### config.mk
export PLATFORM = sky130hd
export DESIGN_NAME = axi_rd_arbiter
export DESIGN_NICKNAME = d
export VERILOG_FILES = /design/src/rtl/axi_arb_pkg.sv /design/src/rtl/rr_arbiter.sv /design/src/rtl/axi_rd_arbiter.sv
export SDC_FILE = /design/constraint.sdc
export NUM_CORES = 1
export LEC_CHECK = 0
export ABC_CLOCK_PERIOD_IN_PS = 2750
export CAP_MARGIN = 0
export CORE_AREA = 8 8 148 150
export DETAILED_ROUTE_END_ITERATION = 8
export DIE_AREA = 0 0 156 158
export GPL_TIMING_DRIVEN = 0
export PLACE_DENSITY_LB_ADDON = 0.2
export SETUP_SLACK_MARGIN = 0.4
export SYNTH_ARGS = -nofsm -noshare
export SYNTH_HDL_FRONTEND = slang
export SYNTH_SLANG_ARGS = --single-unit
### constraint.sdc
create_clock -name AXI_ACLK -period 2.75 [get_ports AXI_ACLK]
set_clock_uncertainty 0.1 [all_clocks]
set_input_delay 0.4125 -clock AXI_ACLK [delete_from_list [all_inputs] [get_ports AXI_ACLK]]
set_output_delay 0.4125 -clock AXI_ACLK [all_outputs]
set_load 0.02 [all_outputs]
### src/rtl/axi_arb_pkg.sv
// Shared types and helpers for the AXI read arbiter: burst/resp encodings,
// the AR issue FSM state, and the master-index width helper.
package axi_arb_pkg;

  typedef enum logic [1:0] {
    BURST_FIXED = 2'b00,
    BURST_INCR  = 2'b01,
    BURST_WRAP  = 2'b10
  } burst_e;

  localparam logic [1:0] RESP_OKAY   = 2'b00;
  localparam logic [1:0] RESP_EXOKAY = 2'b01;
  localparam logic [1:0] RESP_SLVERR = 2'b10;
  localparam logic [1:0] RESP_DECERR = 2'b11;

  typedef enum logic {
    IDLE  = 1'b0,
    ISSUE = 1'b1
  } arb_state_e;

  // Width of a master index; never below 1 so single-requester builds stay legal.
  function automatic int midx_w(input int n);
    return (n <= 2) ? 1 : $clog2(n);
  endfunction

endpackage

### src/rtl/rr_arbiter.sv
// Combinational round-robin picker: first set request at or above ptr,
// wrapping to index 0. The pointer register lives in the caller.
module rr_arbiter
  import axi_arb_pkg::*;
#(
  parameter int NUM_REQ = 4,
  parameter int IDX_W   = midx_w(NUM_REQ)
) (
  input  logic [NUM_REQ-1:0] req,
  input  logic [IDX_W-1:0]   ptr,
  output logic [NUM_REQ-1:0] gnt,
  output logic [IDX_W-1:0]   gnt_idx,
  output logic               any
);

  logic found;

  always_comb begin
    gnt     = '0;
    gnt_idx = '0;
    found   = 1'b0;
    for (int i = 0; i < NUM_REQ; i++) begin
      if (!found && req[i] && (i >= int'(ptr))) begin
        found      = 1'b1;
        gnt[i]     = 1'b1;
        gnt_idx    = IDX_W'(i);
      end
    end
    // Wrapped pass: only reached when nothing at or above ptr is requesting.
    for (int i = 0; i < NUM_REQ; i++) begin
      if (!found && req[i]) begin
        found      = 1'b1;
        gnt[i]     = 1'b1;
        gnt_idx    = IDX_W'(i);
      end
    end
  end

  assign any = |req;

endmodule

### src/rtl/axi_rd_arbiter.sv
// Round-robin AXI read arbiter: NUM_MST masters share one AR/R port; ARID is
// extended with the master index and R beats are routed back by those bits.
// Optional per-master outstanding limit: define AXI_RD_ARB_OUTSTANDING_LIMIT_EN.
module axi_rd_arbiter
  import axi_arb_pkg::*;
#(
  parameter int NUM_MST          = 4,
  parameter int C_AXI_ID_WIDTH   = 10,
  parameter int C_AXI_ADDR_WIDTH = 32,
  parameter int C_AXI_DATA_WIDTH = 32,
  parameter int C_AXI_LEN_WIDTH  = 8,
  parameter int MAX_OUTSTANDING  = 8,
  localparam int MIDX_W = midx_w(NUM_MST),
  localparam int S_ID_W = C_AXI_ID_WIDTH + MIDX_W
) (
  input  logic                                AXI_ACLK,
  input  logic                                AXI_ARESET,
  input  logic [NUM_MST*C_AXI_ID_WIDTH-1:0]   M_ARID,
  input  logic [NUM_MST*C_AXI_ADDR_WIDTH-1:0] M_ARADDR,
  input  logic [NUM_MST*C_AXI_LEN_WIDTH-1:0]  M_ARLEN,
  input  logic [NUM_MST*3-1:0]                M_ARSIZE,
  input  logic [NUM_MST*2-1:0]                M_ARBURST,
  input  logic [NUM_MST-1:0]                  M_ARVALID,
  output logic [NUM_MST-1:0]                  M_ARREADY,
  output logic [C_AXI_ID_WIDTH-1:0]           M_RID,
  output logic [C_AXI_DATA_WIDTH-1:0]         M_RDATA,
  output logic [1:0]                          M_RRESP,
  output logic                                M_RLAST,
  output logic [NUM_MST-1:0]                  M_RVALID,
  input  logic [NUM_MST-1:0]                  M_RREADY,
  output logic [S_ID_W-1:0]                   S_ARID,
  output logic [C_AXI_ADDR_WIDTH-1:0]         S_ARADDR,
  output logic [C_AXI_LEN_WIDTH-1:0]          S_ARLEN,
  output logic [2:0]                          S_ARSIZE,
  output logic [1:0]                          S_ARBURST,
  output logic                                S_ARVALID,
  input  logic                                S_ARREADY,
  input  logic [S_ID_W-1:0]                   S_RID,
  input  logic [C_AXI_DATA_WIDTH-1:0]         S_RDATA,
  input  logic [1:0]                          S_RRESP,
  input  logic                                S_RLAST,
  input  logic                                S_RVALID,
  output logic                                S_RREADY,
  output logic                                ERR_RID
);

  logic [C_AXI_ID_WIDTH-1:0]   m_id   [NUM_MST];
  logic [C_AXI_ADDR_WIDTH-1:0] m_addr [NUM_MST];
  logic [C_AXI_LEN_WIDTH-1:0]  m_len  [NUM_MST];
  logic [2:0]                  m_size [NUM_MST];
  logic [1:0]                  m_burst[NUM_MST];

  for (genvar i = 0; i < NUM_MST; i++) begin : g_unpack
    assign m_id[i]    = M_ARID[i*C_AXI_ID_WIDTH +: C_AXI_ID_WIDTH];
    assign m_addr[i]  = M_ARADDR[i*C_AXI_ADDR_WIDTH +: C_AXI_ADDR_WIDTH];
    assign m_len[i]   = M_ARLEN[i*C_AXI_LEN_WIDTH +: C_AXI_LEN_WIDTH];
    assign m_size[i]  = M_ARSIZE[i*3 +: 3];
    assign m_burst[i] = M_ARBURST[i*2 +: 2];
  end

  arb_state_e                  state, state_nxt;
  logic [MIDX_W-1:0]           ptr;
  logic [NUM_MST-1:0]          eligible;
  logic [NUM_MST-1:0]          gnt;
  logic [MIDX_W-1:0]           gnt_idx;
  logic                        gnt_any;
  logic                        take;
  logic                        ar_hs;
  logic [MIDX_W-1:0]           iss_idx;

  logic [S_ID_W-1:0]           ar_id_p1;
  logic [C_AXI_ADDR_WIDTH-1:0] ar_addr_p1;
  logic [C_AXI_LEN_WIDTH-1:0]  ar_len_p1;
  logic [2:0]                  ar_size_p1;
  logic [1:0]                  ar_burst_p1;

  logic [MIDX_W-1:0]           r_idx;
  logic                        r_in_range;

  rr_arbiter #(
    .NUM_REQ (NUM_MST),
    .IDX_W   (MIDX_W)
  ) u_rr (
    .req     (eligible),
    .ptr     (ptr),
    .gnt     (gnt),
    .gnt_idx (gnt_idx),
    .any     (gnt_any)
  );

  always_ff @(posedge AXI_ACLK) begin
    if (AXI_ARESET) state <= IDLE;
    else            state <= state_nxt;
  end

  // Grants are suppressed while reset is held so no master sees a spurious ARREADY.
  always_comb begin
    state_nxt = state;
    M_ARREADY = '0;
    take      = 1'b0;
    case (state)
      IDLE: begin
        if (gnt_any && !AXI_ARESET) begin
          M_ARREADY = gnt;
          take      = 1'b1;
          state_nxt = ISSUE;
        end
      end
      ISSUE: begin
        if (S_ARREADY) state_nxt = IDLE;
      end
      default: state_nxt = IDLE;
    endcase
  end

  assign S_ARVALID = (state == ISSUE);
  assign ar_hs     = S_ARVALID && S_ARREADY;
  assign iss_idx   = ar_id_p1[S_ID_W-1 -: MIDX_W];

  // Stage p0 -> p1: granted AR payload captured and held until the slave accepts.
  always_ff @(posedge AXI_ACLK) begin
    if (AXI_ARESET) begin
      ptr         <= '0;
      ar_id_p1    <= '0;
      ar_addr_p1  <= '0;
      ar_len_p1   <= '0;
      ar_size_p1  <= '0;
      ar_burst_p1 <= '0;
    end else begin
      if (take) begin
        ar_id_p1    <= {gnt_idx, m_id[gnt_idx]};
        ar_addr_p1  <= m_addr[gnt_idx];
        ar_len_p1   <= m_len[gnt_idx];
        ar_size_p1  <= m_size[gnt_idx];
        ar_burst_p1 <= m_burst[gnt_idx];
      end
      if (ar_hs)
        ptr <= (iss_idx == MIDX_W'(NUM_MST - 1)) ? '0 : iss_idx + MIDX_W'(1);
    end
  end

  assign S_ARID    = ar_id_p1;
  assign S_ARADDR  = ar_addr_p1;
  assign S_ARLEN   = ar_len_p1;
  assign S_ARSIZE  = ar_size_p1;
  assign S_ARBURST = ar_burst_p1;

  assign r_idx      = S_RID[S_ID_W-1 -: MIDX_W];
  assign r_in_range = (int'(r_idx) < NUM_MST);

  // Out-of-range beats are sunk (RREADY=1) so a bad RID cannot stall the slave.
  always_comb begin
    M_RVALID = '0;
    S_RREADY = 1'b1;
    for (int i = 0; i < NUM_MST; i++) begin
      if (int'(r_idx) == i) begin
        M_RVALID[i] = S_RVALID;
        S_RREADY    = M_RREADY[i];
      end
    end
  end

  assign M_RID   = S_RID[C_AXI_ID_WIDTH-1:0];
  assign M_RDATA = S_RDATA;
  assign M_RRESP = S_RRESP;
  assign M_RLAST = S_RLAST;

  always_ff @(posedge AXI_ACLK) begin
    if (AXI_ARESET)                    ERR_RID <= 1'b0;
    else if (S_RVALID && !r_in_range)  ERR_RID <= 1'b1;
  end

`ifdef AXI_RD_ARB_OUTSTANDING_LIMIT_EN
  localparam int               CNT_W   = $clog2(MAX_OUTSTANDING + 1);
  localparam logic [CNT_W-1:0] CNT_MAX = CNT_W'(MAX_OUTSTANDING);

  logic r_last_hs;
  assign r_last_hs = S_RVALID && S_RREADY && S_RLAST && r_in_range;

  for (genvar i = 0; i < NUM_MST; i++) begin : g_cnt
    logic [CNT_W-1:0] cnt;
    logic             inc;
    logic             dec;

    assign inc = ar_hs && (iss_idx == MIDX_W'(i));
    assign dec = r_last_hs && (r_idx == MIDX_W'(i));

    // Saturating in both directions; a simultaneous issue and completion cancel.
    always_ff @(posedge AXI_ACLK) begin
      if (AXI_ARESET)                           cnt <= '0;
      else if (inc && !dec && (cnt != CNT_MAX)) cnt <= cnt + CNT_W'(1);
      else if (dec && !inc && (cnt != '0))      cnt <= cnt - CNT_W'(1);
    end

    assign eligible[i] = M_ARVALID[i] && (cnt != CNT_MAX);
  end
`else
  logic unused_max_outstanding;
  assign unused_max_outstanding = ^32'(MAX_OUTSTANDING);
  assign eligible = M_ARVALID;
`endif

endmodule

== After elaboration in Yosys (flattened, before gate mapping) ==
Index checks and enable logic that the tools add are counted.

* Register bits: 60
* Latch bits: 0
* Bits in writable memories: 0
* Bits in read-only memories: 0
* Input bits: 279
* Output and inout port bits: 113
* Logic and storage cells: 91
* Memories: 0

* Add/subtract/negate cells: 1
* Multipliers: 0
* Div/mod/pow operators: 0
* $lt $le $gt $ge: 4
* Equal/unequal tests: 4
* Shifts and indexed selects: 0
* Mux-type cells: 51
* Bitwise operators: 2
* Reduce and logical (&&, ||, !) cells: 22

{| class="wikitable"
|+ Operators with widths
! operator !! count
|-
| 32-bit binary-select mux with 2-bit select || 1
|-
| 32-bit two-way mux || 2
|-
| 1-bit two-way mux || 26
|-
| 10-bit binary-select mux with 2-bit select || 1
|-
| 10-bit two-way mux || 2
|-
| 2-bit two-way mux || 9
|-
| 8-bit binary-select mux with 2-bit select || 1
|-
| 8-bit two-way mux || 2
|-
| 1-bit logical AND || 12
|-
| 1-bit zero test || 8
|-
| 4-bit two-way mux || 2
|-
| 3-bit binary-select mux with 2-bit select || 1
|-
| 2-bit equality test (second input constant) || 3
|-
| 3-bit two-way mux || 2
|-
| 2-bit binary-select mux with 2-bit select || 1
|-
| 1-bit by 2-bit >= comparator with 1-bit output (first input constant) || 2
|-
| 4-bit OR reduction || 1
|-
| 3-bit >= comparator (second input constant) || 1
|-
| 2-bit inverter with 3-bit output || 1
|-
| 2-bit by 1-bit adder with 2-bit output (second input constant) || 1
|-
| 2-bit by 1-bit equality test with 1-bit output (second input constant) || 1
|-
| 2-bit >= comparator (first input constant) || 1
|-
| 2-bit zero test || 1
|-
| 1-bit case mux with 2 select lines || 1
|-
| 1-bit inverter || 1
|}

== Logic depth before layout (Yosys ltp) ==
Gate-level depths: netlist of run 1.

* Word-level depth: 30
* Depth in mapped cells: 8
* Depth with buffers taken out: 5

== Cells and area by module ==
From an unflattened synthesis of run 1, not the netlist that was laid out.

* Cell total of the unflattened synthesis: 421
* Area total of the unflattened synthesis: 4,006.3 um^2

{| class="wikitable"
|+ Modules (own cells, without submodules)
! module !! times used !! cells an instance !! area an instance (um^2) !! seq. area each (um^2)
|-
| axi_rd_arbiter || 1 || 388 || 3,783.6 || 1,201.2
|-
| rr_arbiter || 1 || 33 || 222.7 || 0.0
|}

== Worst setup path before layout of run 1 ==
OpenSTA, ideal clock, no wires.

* Path type: input -> output
* From: in M_ARVALID[1]
* To: out M_ARREADY[0]
* Arrival time: 1.840 ns
* Data required time: 2.237 ns
* Slack: 0.397 ns
* Cell stages on the path: 7
* Buffers on the path: 3
* Cell sequence: buf_4 -> or4_4 -> nand2b_2 -> nor2_1 -> clkbuf_1 -> buf_2 -> and3_1

* Longest elaborated chain between the ends: 15
* Elaborated cells between the ends (all ways): 17
* Those cells by class: mux: 6; reduce/logical: 11

{| class="wikitable"
|+ Ends and longest elaborated chain
! element !! RTL line !! RTL
|-
| start, declared || axi_rd_arbiter.sv:23 || <nowiki>input logic [NUM_MST-1:0] M_ARVALID,</nowiki>
|-
| 1-bit logical AND (2 in series) || rr_arbiter.sv:23 || <nowiki>if (!found && req[i] && (i >= int'(ptr))) begin</nowiki>
|-
| 1-bit two-way mux || rr_arbiter.sv:23 ||
|-
| 1-bit zero test || rr_arbiter.sv:23 ||
|-
| 1-bit logical AND (2 in series) || rr_arbiter.sv:23 ||
|-
| 1-bit two-way mux || rr_arbiter.sv:23 ||
|-
| 1-bit zero test || rr_arbiter.sv:23 ||
|-
| 1-bit logical AND || rr_arbiter.sv:23 ||
|-
| 1-bit two-way mux || rr_arbiter.sv:23 ||
|-
| 1-bit zero test || rr_arbiter.sv:31 || <nowiki>if (!found && req[i]) begin</nowiki>
|-
| 1-bit logical AND || rr_arbiter.sv:31 ||
|-
| 1-bit two-way mux || rr_arbiter.sv:31 ||
|-
| 4-bit two-way mux * || axi_rd_arbiter.sv:103 || <nowiki>if (gnt_any && !AXI_ARESET) begin</nowiki>
|-
| 4-bit two-way mux * || axi_rd_arbiter.sv:101 || <nowiki>case (state)</nowiki>
|-
| end, declared || axi_rd_arbiter.sv:24 || <nowiki>output logic [NUM_MST-1:0] M_ARREADY,</nowiki>
|}

Mark *: on every way between the ends. The rest lies on a longest branch, timed or not.

== Final worst setup path of run 1 ==
* From: in M_ARVALID[0]
* To: out M_ARREADY[2]

* Longest elaborated chain between the ends: 24
* Elaborated cells between the ends (all ways): 27
* Those cells by class: mux: 10; reduce/logical: 17

{| class="wikitable"
|+ Ends and longest elaborated chain
! element !! RTL line
|-
| 1-bit logical AND || rr_arbiter.sv:23
|-
| 1-bit two-way mux || rr_arbiter.sv:23
|-
| 1-bit zero test || rr_arbiter.sv:23
|-
| 1-bit logical AND (2 in series) || rr_arbiter.sv:23
|-
| 1-bit two-way mux || rr_arbiter.sv:23
|-
| 1-bit zero test || rr_arbiter.sv:23
|-
| 1-bit logical AND (2 in series) || rr_arbiter.sv:23
|-
| 1-bit two-way mux || rr_arbiter.sv:23
|-
| [... 6 more ...] || -
|-
| 1-bit zero test || rr_arbiter.sv:31
|-
| 1-bit logical AND || rr_arbiter.sv:31
|-
| 1-bit two-way mux || rr_arbiter.sv:31
|-
| 1-bit zero test || rr_arbiter.sv:31
|-
| 1-bit logical AND || rr_arbiter.sv:31
|-
| 1-bit two-way mux || rr_arbiter.sv:31
|-
| 4-bit two-way mux * || axi_rd_arbiter.sv:103
|-
| 4-bit two-way mux * || axi_rd_arbiter.sv:101
|}

Marked as above.

==> impl_metrics.py, run 1 <==
metrics = {
    "global_routing": {
        "grt_pass1_vias": 6708,
        "grt.total_usage_pct": 20.33,
        "grt_pass1_wl_um": 38710,
        "gr-total-overflow": 0,
        "grt_antenna_before_repair": 1,
        "grt_max_degree": 11,
    },
    "critical_path": {
        "cp-start-kind": "input pin",
        "r2r_end": "S_ARADDR[12]",
        "worstSetupPathType": "input pin to output port",
        "r2r_slack_ns": 0.49,
        "r2r_cells": 8,
        "cp_max_fo": 3,
        "cp.arrival_ns": 1.88,
        "reg2reg_from": "ptr[1]",
        "critPathRequiredTime_ns": 2.24,
        "endpoint": "M_ARREADY[2]",
        "critPathLaunch": "M_ARVALID[0]",
        "endpoint_kind": "output port",
    },
    "timing": {
        "fin_setup_tns_ns": 0,
        "period_share_pct": 87.03,
        "setup_viol": 0,
        "slew_headroom_pct": 56.48,
        "finalWorstSetupSlack_ns": 0.3568,
        "worst_slew_pin_slew_ns": 0.6528,
        "grt_setup_unrepaired": "true",
        "finalHoldViolCount": 0,
        "fmax_mhz": 417.8,
        "slew_viol_final": 0,
        "period_minus_slack_ns": 2.393,
    },
    "clocking": {
        "cts_max_path_buffers": 2,
        "cts.clk_slew.worst_paths_ns": 0.05,
        "hold_buffers": 0,
        "h-tree-depth": 3,
        "numClockSinks": 60,
        "cts_tree": "done",
        "cts_buffers": 9,
        "clk_latency_ns": 0.33,
        "cts-root-buf": "clkbuf_16",
    },
    "place": {
        "dp_hpwl_um": 20100,
        "place_congestion": 0.8110,
        "dp_slack_ns": -0.8473,
        "portBuffers": 343,
        "dpl_cell_area_um2": 8473,
    },
    "route": {
        "avgRoutedWirePerCell_um": 20.92,
        "drcViolationCount": 0,
        "drt-initial-drc-count": 389,
        "ant_nets": 0,
        "first_pass_iters": 5,
        "wl_um": 26640,
        "dr_total_vias": 6429,
        "vias_per_cell": 5.050,
    },
    "synth": {
        "yosys.area_share.adder_pct": 0.2662,
        "synth-edff-count": 0,
        "synth_compound_area_share_pct": 26.88,
        "synthMuxAreaShare_pct": 0.9050,
        "ys.flop_type": "dfxtp_1",
        "synth-simple-area-share_pct": 30.64,
        "syn_inst": 629,
        "syn_area_per_cell_um2": 7.473,
        "synth-xor-area-share_pct": 0,
        "syn-cell-area_um2": 4701,
        "yosysWarnings": 0,
        "syn_nets": 909,
        "ys_async_sr_fraction_pct": 0,
        "yosysSeqAreaShare_pct": 25.55,
        "synth_seq_cells": 60,
        "synth_cell_types": 41,
        "synth_top_family_by_area": "simple AND/OR/NAND/NOR gates",
    },
    "pwr": {
        "leakage_nw": 3.321,
        "pwr-share-seq_pct": 27.1,
        "p_comb_share_pct": 40.7,
        "switching_share_pct": 31.59,
        "clock_power_share_pct": 32.2,
        "p_int_w": 0.002494,
        "ir_worst_vdd_mv": 0.2374,
        "power_density_nw_per_um2": 404.1,
        "p_sw_w": 0.001152,
    },
    "die": {
        "num_rows": 52,
        "ios": 392,
        "die_area_um2": 24650,
        "die-height_um": 158,
        "core_area_um2": 19710,
        "die_x_um": 156,
        "start_util_pct": 23.84,
    },
    "run": {
        "cap_violations": 0,
    },
    "run_status": {
        "outcome": "complete, no violations",
    },
    "worst_hold_path": {
        "hold_start": "S_ARADDR[25]",
        "hold_path_class": "register to register",
    },
    "finish": {
        "layout-drive-gt1-share_pct": 14.97,
        "final_nets": 1279,
        "synthToLayoutAreaGrowth_pct": 91.94,
        "fillCellCount": 2024,
        "final_cell_area_um2": 9022,
    },
}
==> worst min-delay path by stage <==
stage | endpoint | cells past startpoint
floorplan | S_ARID[11] | 2
CTS | S_ARID[4] | 2
detailed placement | S_ARADDR[25] | 2
global route | S_ARADDR[30] | 2
finish | S_ARADDR[25] | 2
global placement | S_ARSIZE[0] | 2
==> critical path, cell delays in order <==
cell and delay [ns]:
buf_8 0.10, buf_6 0.11, or4_4 0.54, nand2b_4 0.12
nor2_4 0.05, buf_8 0.14, buf_8 0.12, and3_4 0.16
buf_6 0.12
==> flip-flops by register name (all words and copies together), names as in the netlist <==
| signal | count |
|---|---|
| S_ARSIZE | 3 |
| S_ARVALID | 1 |
| ptr | 2 |
| S_ARBURST | 2 |
| S_ARLEN | 8 |
| S_ARID | 12 |
| S_ARADDR | 32 |
==> per-stage QoR <==
step                      power, W  hold slack, ns  utilization [%]  instances
after floorplan           0.001688          0.4473                -        629
after global placement    0.002437          0.3764            42.98       1242
after detailed placement  0.002439          0.3815            42.98       1242
after CTS                 0.003665          0.3887            45.23       1267
after global routing      0.003821          0.4161            45.77       1273
final                     0.003646          0.3876            45.77       1273
==> layer usage <==
metal  vias up  track usage, %  wire, um
met1      2999           23.82     10850
met2       311           34.88     12880
li1       3083               -         -
met4         0           7.255       607
met5         -               0         0
met3        36           5.651      2290
==> cells by family (layout without fill, tap and decap cells) <==
family | after synthesis | in the layout
AOI/OAI and AO/OA | 187 | 187
adders and majority gates | 1 | 1
buffers and inverters | 120 | 493
DFF | 60 | 60
muxes | 3 | 3
other | 1 | 2
and+or+nand+nor | 257 | 257
==> cell usage in the layout, fill, tap and decap left out, types with 2 or more instances in the layout <==
master,n
o221ai_1,2
clkbuf_8,2
buf_2,12
a311oi_1,54
a31oi_1,55
nand2_1,118
buf_6,14
dlymetal6s2s_1,2
clkbuf_4,7
dfxtp_1,60
clkbuf_16,9
dlygate4sd2_1,3
inv_1,3
a21oi_1,8
nor2b_1,4
clkbuf_2,20
and4b_1,54
clkbuf_1,15
clkdlybuf4s50_1,333
and3_4,2
o21ai_0,58
and2_1,3
nor2_1,9
nand3_1,56
buf_4,67
buf_8,3
==> power by group through the flow <==
stage,registers (W),logic [W],clock network [W]
3_3_place_gp,0.00100,0.00143,0
3_5_place_dp,0.00100,0.00144,0
5_1_grt,0.000995,0.00159,0.00124
2_1_floorplan,0.00109,0.000599,0
6_report,0.000986,0.00148,0.00117
4_1_cts,0.000986,0.00147,0.00121
==> what timing repair did <==
action	4_1_cts	5_1_grt
endpoints found under the hold margin	0	0
setup endpoints to repair	61	54
pin swaps	3	3
gates resized for setup	60	30
setup buffers	11	5
==> layout make-up <==
| cell class | instances | area (um^2) | area share, % |
|---|---|---|---|
| inverter | 3 | 11.26 | 0.1248 |
| multi-input combinational | 449 | 2803 | 31.06 |
| tap | 270 | 337.8 | 3.744 |
| buffer | 117 | 810.8 | 8.986 |
| timing repair buffer | 359 | 3565 | 39.51 |
| sequential | 60 | 1201 | 13.31 |
| antenna | 1 | 2.502 | 0.02774 |
| clock inverter | 2 | 35.03 | 0.3883 |
| clock buffer | 12 | 256.5 | 2.843 |
==> Yosys cell counts (2+ instances only) <==
cell type,number,area (um^2)
o21ai_0,58,290.3
buf_6,9,101.4
a21oi_1,8,40.04
clkbuf_1,39,146.4
dfxtp_1,60,1201
and3_1,3,18.77
a31oi_1,55,344.1
nor2b_1,4,25.02
mux2i_1,2,20.02
o221ai_1,2,17.52
inv_1,3,11.26
a311oi_1,54,473.0
nor2_1,10,37.54
and2_1,3,18.77
nand3_1,56,280.3
nand2_1,118,442.9
and4b_1,54,540.5
buf_4,53,397.9
buf_2,16,80.08
(Power assumes the default switching activity.)
==> inputs of run 2 (changes only) <==
- CORE_AREA: 8 8 148 150 -> 2 2 150 152
- DIE_AREA: 0 0 156 158 -> 0 0 152 154
==> impl_metrics.py, run 2 (synthesis gave the netlist of run 1 again) <==
metrics = {
    "clocking": {
        "cts_buffers": 9,
        "cts_max_path_buffers": 2,
        "cts.clk_slew.worst_paths_ns": 0.06,
        "clk_latency_ns": 0.33,
        "cts-root-buf": "clkbuf_16",
        "numClockSinks": 60,
        "cts_tree": "done",
        "hold_buffers": 0,
        "h-tree-depth": 3,
    },
    "route": {
        "drcViolationCount": 0,
        "first_pass_iters": 5,
        "ant_nets": 0,
        "wl_um": 26010,
        "dr_total_vias": 6487,
        "avgRoutedWirePerCell_um": 20.22,
        "drt-initial-drc-count": 284,
        "vias_per_cell": 5.044,
    },
    "global_routing": {
        "grt_pass1_wl_um": 38920,
        "grt_antenna_before_repair": 0,
        "grt_pass1_vias": 6640,
        "gr-total-overflow": 0,
        "grt.total_usage_pct": 21.28,
        "grt_max_degree": 11,
    },
    "critical_path": {
        "cp.arrival_ns": 1.89,
        "reg2reg_from": "ptr[1]",
        "r2r_slack_ns": 0.49,
        "r2r_end": "S_ARLEN[5]",
        "cp-start-kind": "input pin",
        "endpoint_kind": "output port",
        "critPathRequiredTime_ns": 2.24,
        "cp_max_fo": 4,
        "r2r_cells": 6,
        "worstSetupPathType": "input pin to output port",
    },
    "timing": {
        "setup_viol": 0,
        "grt_setup_unrepaired": "true",
        "holdWs_ns": 0.3862,
        "slew_headroom_pct": 49.36,
        "worst_slew_pin_slew_ns": 0.7596,
        "fmax_mhz": 416.9,
        "slew_viol_final": 0,
        "fin_setup_tns_ns": 0,
        "finalHoldViolCount": 0,
        "period_share_pct": 87.23,
        "period_minus_slack_ns": 2.399,
    },
    "place": {
        "portBuffers": 343,
        "post-place-cells": 1252,
        "place_congestion": 0.8540,
        "dp_hpwl_um": 19240,
    },
    "worst_hold_path": {
        "worstHoldPathCells": 2,
        "hold_path_class": "register to register",
        "hold_start": "S_ARID[8]",
        "whs_endpoint": "S_ARID[8]",
    },
    "finish": {
        "fillCellCount": 2270,
        "final_cell_mix": "clkdlybuf4s50_1, nand2_1, buf_4, dfxtp_1, o21ai_0",
        "synthToLayoutAreaGrowth_pct": 92.81,
        "num_antenna_cells": 0,
        "final_nets": 1281,
        "layout-drive-gt1-share_pct": 15.01,
        "fin_util_pct": 41.79,
        "final_common_cell": "clkdlybuf4s50_1",
        "largest_reg_flops": 32,
        "final_cells": 1286,
    },
    "die": {
        "die-height_um": 154,
        "die_area_um2": 23410,
        "num_rows": 54,
        "core_area_um2": 21690,
        "die_x_um": 152,
        "ios": 392,
        "start_util_pct": 21.67,
    },
    "pwr": {
        "power_w": 0.003753,
        "ir_worst_vdd_mv": 0.2336,
        "leakage_nw": 3.323,
        "power_density_nw_per_um2": 414.1,
    },
    "run_status": {
        "outcome": "complete, no violations",
    },
    "run": {
        "cap_violations": 0,
    },
}
run 2: cell count changes in the layout (fill, tap and decap cells not counted), sizes merged:
cell / previous run / this run
buf: 97 / 99
bufinv: 1 / 2
clkbuf: 53 / 52
clkdlybuf4s50: 333 / 334
clkinv: 1 / 3
diode: 1 / 0
dlymetal6s2s: 2 / 1
run 2: metrics by stage:
stage / worst slack [ns] / cell area (um^2)
floorplan: 0.4298 / 4702
global placement: -0.9124 / 8486
detailed placement: -0.9013 / 8486
CTS: 0.3227 / 8982
global route: 0.3188 / 9064
finish: 0.3511 / 9064
run 2: timing repair:
| item | 4_1_cts | 5_1_grt |
|---|---|---|
| hold endpoints to repair | 0 | 0 |
| setup buffers | 13 | 5 |
| cloned | 0 | 0 |
| pin swaps | 4 | 3 |
| setup endpoints to repair | 61 | 52 |
| resized for setup | 64 | 16 |
run 2: where the power goes:
group	switching (W)	internal (W)
registers	0.0000417	0.000945
logic	0.000687	0.000809
clock network	0.000456	0.000815
total	0.00118	0.00257
run 2: area by class of cell:
class | instances | area [um^2] | share of cell area, %
timing repair buffer | 361 | 3583 | 39.54
tap | 280 | 350.3 | 3.865
inverter | 3 | 11.26 | 0.1242
sequential | 60 | 1201 | 13.25
buffer | 117 | 802.0 | 8.849
multi-input combinational | 449 | 2798 | 30.87
clock inverter | 5 | 75.07 | 0.8283
clock buffer | 11 | 242.7 | 2.678
run 2: worst max path at each step:
| stage | startpoint | end | slack [ns] | cells after the start |
|---|---|---|---|---|
| 2_1_floorplan | M_ARVALID[1] | M_ARREADY[0] | 0.43 | 7 |
| 3_3_place_gp | M_ARVALID[0] | M_ARREADY[0] | -0.91 | 9 |
| 3_5_place_dp | M_ARVALID[0] | M_ARREADY[2] | -0.90 | 9 |
| 4_1_cts | M_ARVALID[2] | M_ARREADY[2] | 0.32 | 9 |
| 5_1_grt | M_ARVALID[0] | M_ARREADY[2] | 0.32 | 9 |
| 6_report | M_ARVALID[0] | M_ARREADY[2] | 0.35 | 9 |
run 2: routing by layer:
layer  share of wire (%)  vias up  wire length [um]  global-route usage [%]
li1                    -     3097                 -                       -
met5                   0        -                 0                       0
met1                  41     3019             10740                   26.06
met2                  49      337             12680                   36.27
met3                 7.8       34              2035                   5.834
met4                 2.1        0               544                   6.720
run 2: worst max-delay path, stage by stage:
cell and delay [ns]:
buf_8 0.10, buf_6 0.11, or4_4 0.55, nand2b_4 0.12, nor2_4 0.05, buf_8 0.14
buf_8 0.12, and3_4 0.16, buf_6 0.12
==> inputs of run 3 (changes only) <==
- CORE_AREA: 2 2 150 152 -> 2 2 154 156
- DIE_AREA: 0 0 152 154 -> 0 0 156 158
- SYNTH_HIERARCHICAL: not set -> 1
==> impl_metrics.py, run 3 <==
metrics = {
    "route": {
        "ant_nets": 0,
        "wl_um": 18380,
        "avgRoutedWirePerCell_um": 17.18,
        "first_pass_iters": 4,
        "drcViolationCount": 0,
        "dr_total_vias": 4471,
        "drt-initial-drc-count": 115,
        "vias_per_cell": 4.179,
    },
    "die": {
        "die-height_um": 158,
        "die_area_um2": 24650,
        "ios": 392,
        "num_rows": 56,
        "core_area_um2": 23050,
        "die_x_um": 156,
        "start_util_pct": 17.38,
    },
    "critical_path": {
        "critPathLaunch": "S_RID[11]",
        "cp_max_fo": 5,
        "cp.arrival_ns": 1.72,
        "endpoint": "M_RVALID[2]",
        "reg2reg_from": "ptr[0]",
        "r2r_slack_ns": 0.56,
        "critPathRequiredTime_ns": 2.24,
        "crit_top_cell": "clkdlybuf4s50_1",
        "endpoint_kind": "output port",
        "critPathMaxStageDelay_ns": 0.59,
        "r2r_cells": 9,
        "r2r_end": "S_ARADDR[31]",
        "worstSetupPathType": "input pin to output port",
        "crit_chain": "clkdlybuf4s50_1 > and3b_1 > clkdlybuf4s50_1",
        "crit_slowest_cell": "clkdlybuf4s50_1",
        "cp-start-kind": "input pin",
    },
    "synth": {
        "netlist_top_cells_area": "dfxtp_1, mux2i_1, a21o_1",
        "synth-simple-area-share_pct": 4.903,
        "synth-edff-count": 0,
        "yosysMostFrequentCell": "mux2i_1",
        "yosys.area_share.adder_pct": 0.3123,
        "ys.flop_type": "dfxtp_1",
        "syn_inst": 421,
        "synth.top_cell.area_share_pct": 29.98,
        "synthMuxAreaShare_pct": 29.04,
        "yosysWarnings": 6,
        "synth_top_family_by_area": "multiplexers",
        "synthTopCellsByCount": "mux2i_1, dfxtp_1, a21o_1, o22ai_1, buf_4",
        "synth-xor-area-share_pct": 0,
        "ys_async_sr_fraction_pct": 0,
        "syn_area_per_cell_um2": 9.516,
        "synth_seq_cells": 60,
        "yosysSeqAreaShare_pct": 29.98,
        "synth_compound_area_share_pct": 21.64,
        "yosys.area.top_type": "dfxtp_1",
        "synth_cell_types": 36,
        "syn_nets": 701,
        "syn-cell-area_um2": 4006,
    },
    "global_routing": {
        "grt_antenna_before_repair": 0,
        "met2_usage_pct": 25.58,
        "grt_pass1_vias": 4396,
        "met1_usage_pct": 15.35,
        "top_usage_layer": "met2",
        "gr-total-overflow": 0,
        "grt_max_degree": 12,
        "grt.met3_usage_pct": 5.420,
        "grt.total_usage_pct": 14.05,
        "grt_pass1_wl_um": 25770,
    },
    "run": {
        "cap_violations": 0,
    },
    "place": {
        "portBuffers": 341,
        "dpl_cell_area_um2": 7782,
        "dp_hpwl_um": 14580,
        "place_congestion": 0.7297,
        "post-place-cells": 1052,
        "dp_slack_ns": -0.5912,
    },
    "timing": {
        "finalWorstSetupSlack_ns": 0.5138,
        "setup_viol": 0,
        "worst_slew_pin_slew_ns": 0.6959,
        "slew_viol_final": 0,
        "slew_headroom_pct": 53.56,
        "period_share_pct": 81.32,
        "period_minus_slack_ns": 2.236,
        "finalHoldViolCount": 0,
        "grt_setup_unrepaired": "true",
        "fmax_mhz": 447.2,
    },
    "finish": {
        "num_antenna_cells": 0,
        "final_cell_mix": "clkdlybuf4s50_1, mux2i_1, dfxtp_1, o22ai_1, a21o_1",
        "fin_util_pct": 35.73,
        "synthToLayoutAreaGrowth_pct": 105.6,
        "fillCellCount": 2395,
        "largest_reg_flops": 32,
        "final_common_cell": "clkdlybuf4s50_1",
        "final_cell_area_um2": 8235,
        "layout-drive-gt1-share_pct": 14.36,
        "final_cells": 1070,
        "final_nets": 1055,
    },
    "clocking": {
        "clk_latency_ns": 0.34,
        "cts-root-buf": "clkbuf_16",
        "cts.clk_slew.worst_paths_ns": 0.06,
        "cts_tree": "done",
        "h-tree-depth": 3,
        "cts_buffers": 9,
        "cts_max_path_buffers": 2,
        "hold_buffers": 0,
        "numClockSinks": 60,
    },
    "run_status": {
        "outcome": "complete, no violations",
    },
    "pwr": {
        "ir_worst_vdd_mv": 0.2555,
        "power_w": 0.003701,
        "leakage_nw": 3.655,
        "power_density_nw_per_um2": 449.4,
    },
    "worst_hold_path": {
        "hold_path_class": "input pin to register",
    },
}
-- run 3: changes by cell type in the layout (fill, tap and decap cells not counted), sizes merged, moves of 54 or more --
cell	before	now
a31oi	55	0
and4b	54	0
a311oi	54	0
o22ai	1	55
mux2i	2	114
a21o	0	55
nand3	56	1
o21ai	60	3
nand2	118	6
-- run 3: how the worst min path moves through the flow --
stage | start | endpoint | slack [ns] | depth (start not counted)
finish | AXI_ARESET | ptr[1] | 0.18 | 2
global route | AXI_ARESET | ptr[1] | 0.18 | 2
CTS | AXI_ARESET | S_ARVALID | 0.16 | 2
detailed placement | S_ARADDR[29] | S_ARADDR[29] | 0.34 | 1
global placement | S_ARADDR[18] | S_ARADDR[18] | 0.33 | 1
floorplan | ptr[1] | ptr[1] | 0.35 | 2
-- run 3: per-layer routing --
metal	share of wire [%]	up-vias	wire (um)
met2	50	241	9110
met1	39	1988	7249
li1	-	2230	-
met4	1.0	0	187
met3	10	12	1835
met5	0	-	0
-- run 3: final cells by class --
| cell class | instances | area [um^2] | area share (%) |
|---|---|---|---|
| buffer | 82 | 631.9 | 7.672 |
| clock buffer | 10 | 239.0 | 2.902 |
| clock inverter | 6 | 87.58 | 1.064 |
| inverter | 1 | 3.754 | 0.04558 |
| multi-input combinational | 278 | 2300 | 27.92 |
| sequential | 60 | 1201 | 14.59 |
| tap | 290 | 362.8 | 4.406 |
| timing repair buffer | 343 | 3410 | 41.40 |
-- run 3: logic make-up after synthesis --
logic type      Yosys count
compound gates          125
fa+ha+maj                 1
buf+inv                  83
flops                    60
mux                     115
other cells               1
simple gates             36
-- run 3: worst max-delay path, delay by kind of cell --
family                 cells  cell delay [ns]
buffers and inverters      2             1.13
and+or+nand+nor            1             0.18
-- run 3: report_power, final --
part           switching [W]  internal [W]  leakage [nW]  total [W]
Clock               0.000456      0.000816         0.151    0.00127
Sequential         0.0000509      0.000968         0.496    0.00102
Combinational       0.000590      0.000820          3.01    0.00141
Total                0.00110       0.00260          3.65    0.00370
-- run 3: per-stage QoR --
stage / hold WS (ns) / setup TNS (ns)
after detailed placement: 0.3380 / -31.15
after global placement: 0.3313 / -26.41
after floorplan: 0.3543 / 0
final: 0.1830 / 0
after CTS: 0.1587 / 0
after global routing: 0.1778 / 0
-- run 3: what timing repair did --
action	4_1_cts	5_1_grt
endpoints found under the setup margin	60	60
gates cloned	0	1
resized for setup	33	38
setup buffers	0	1
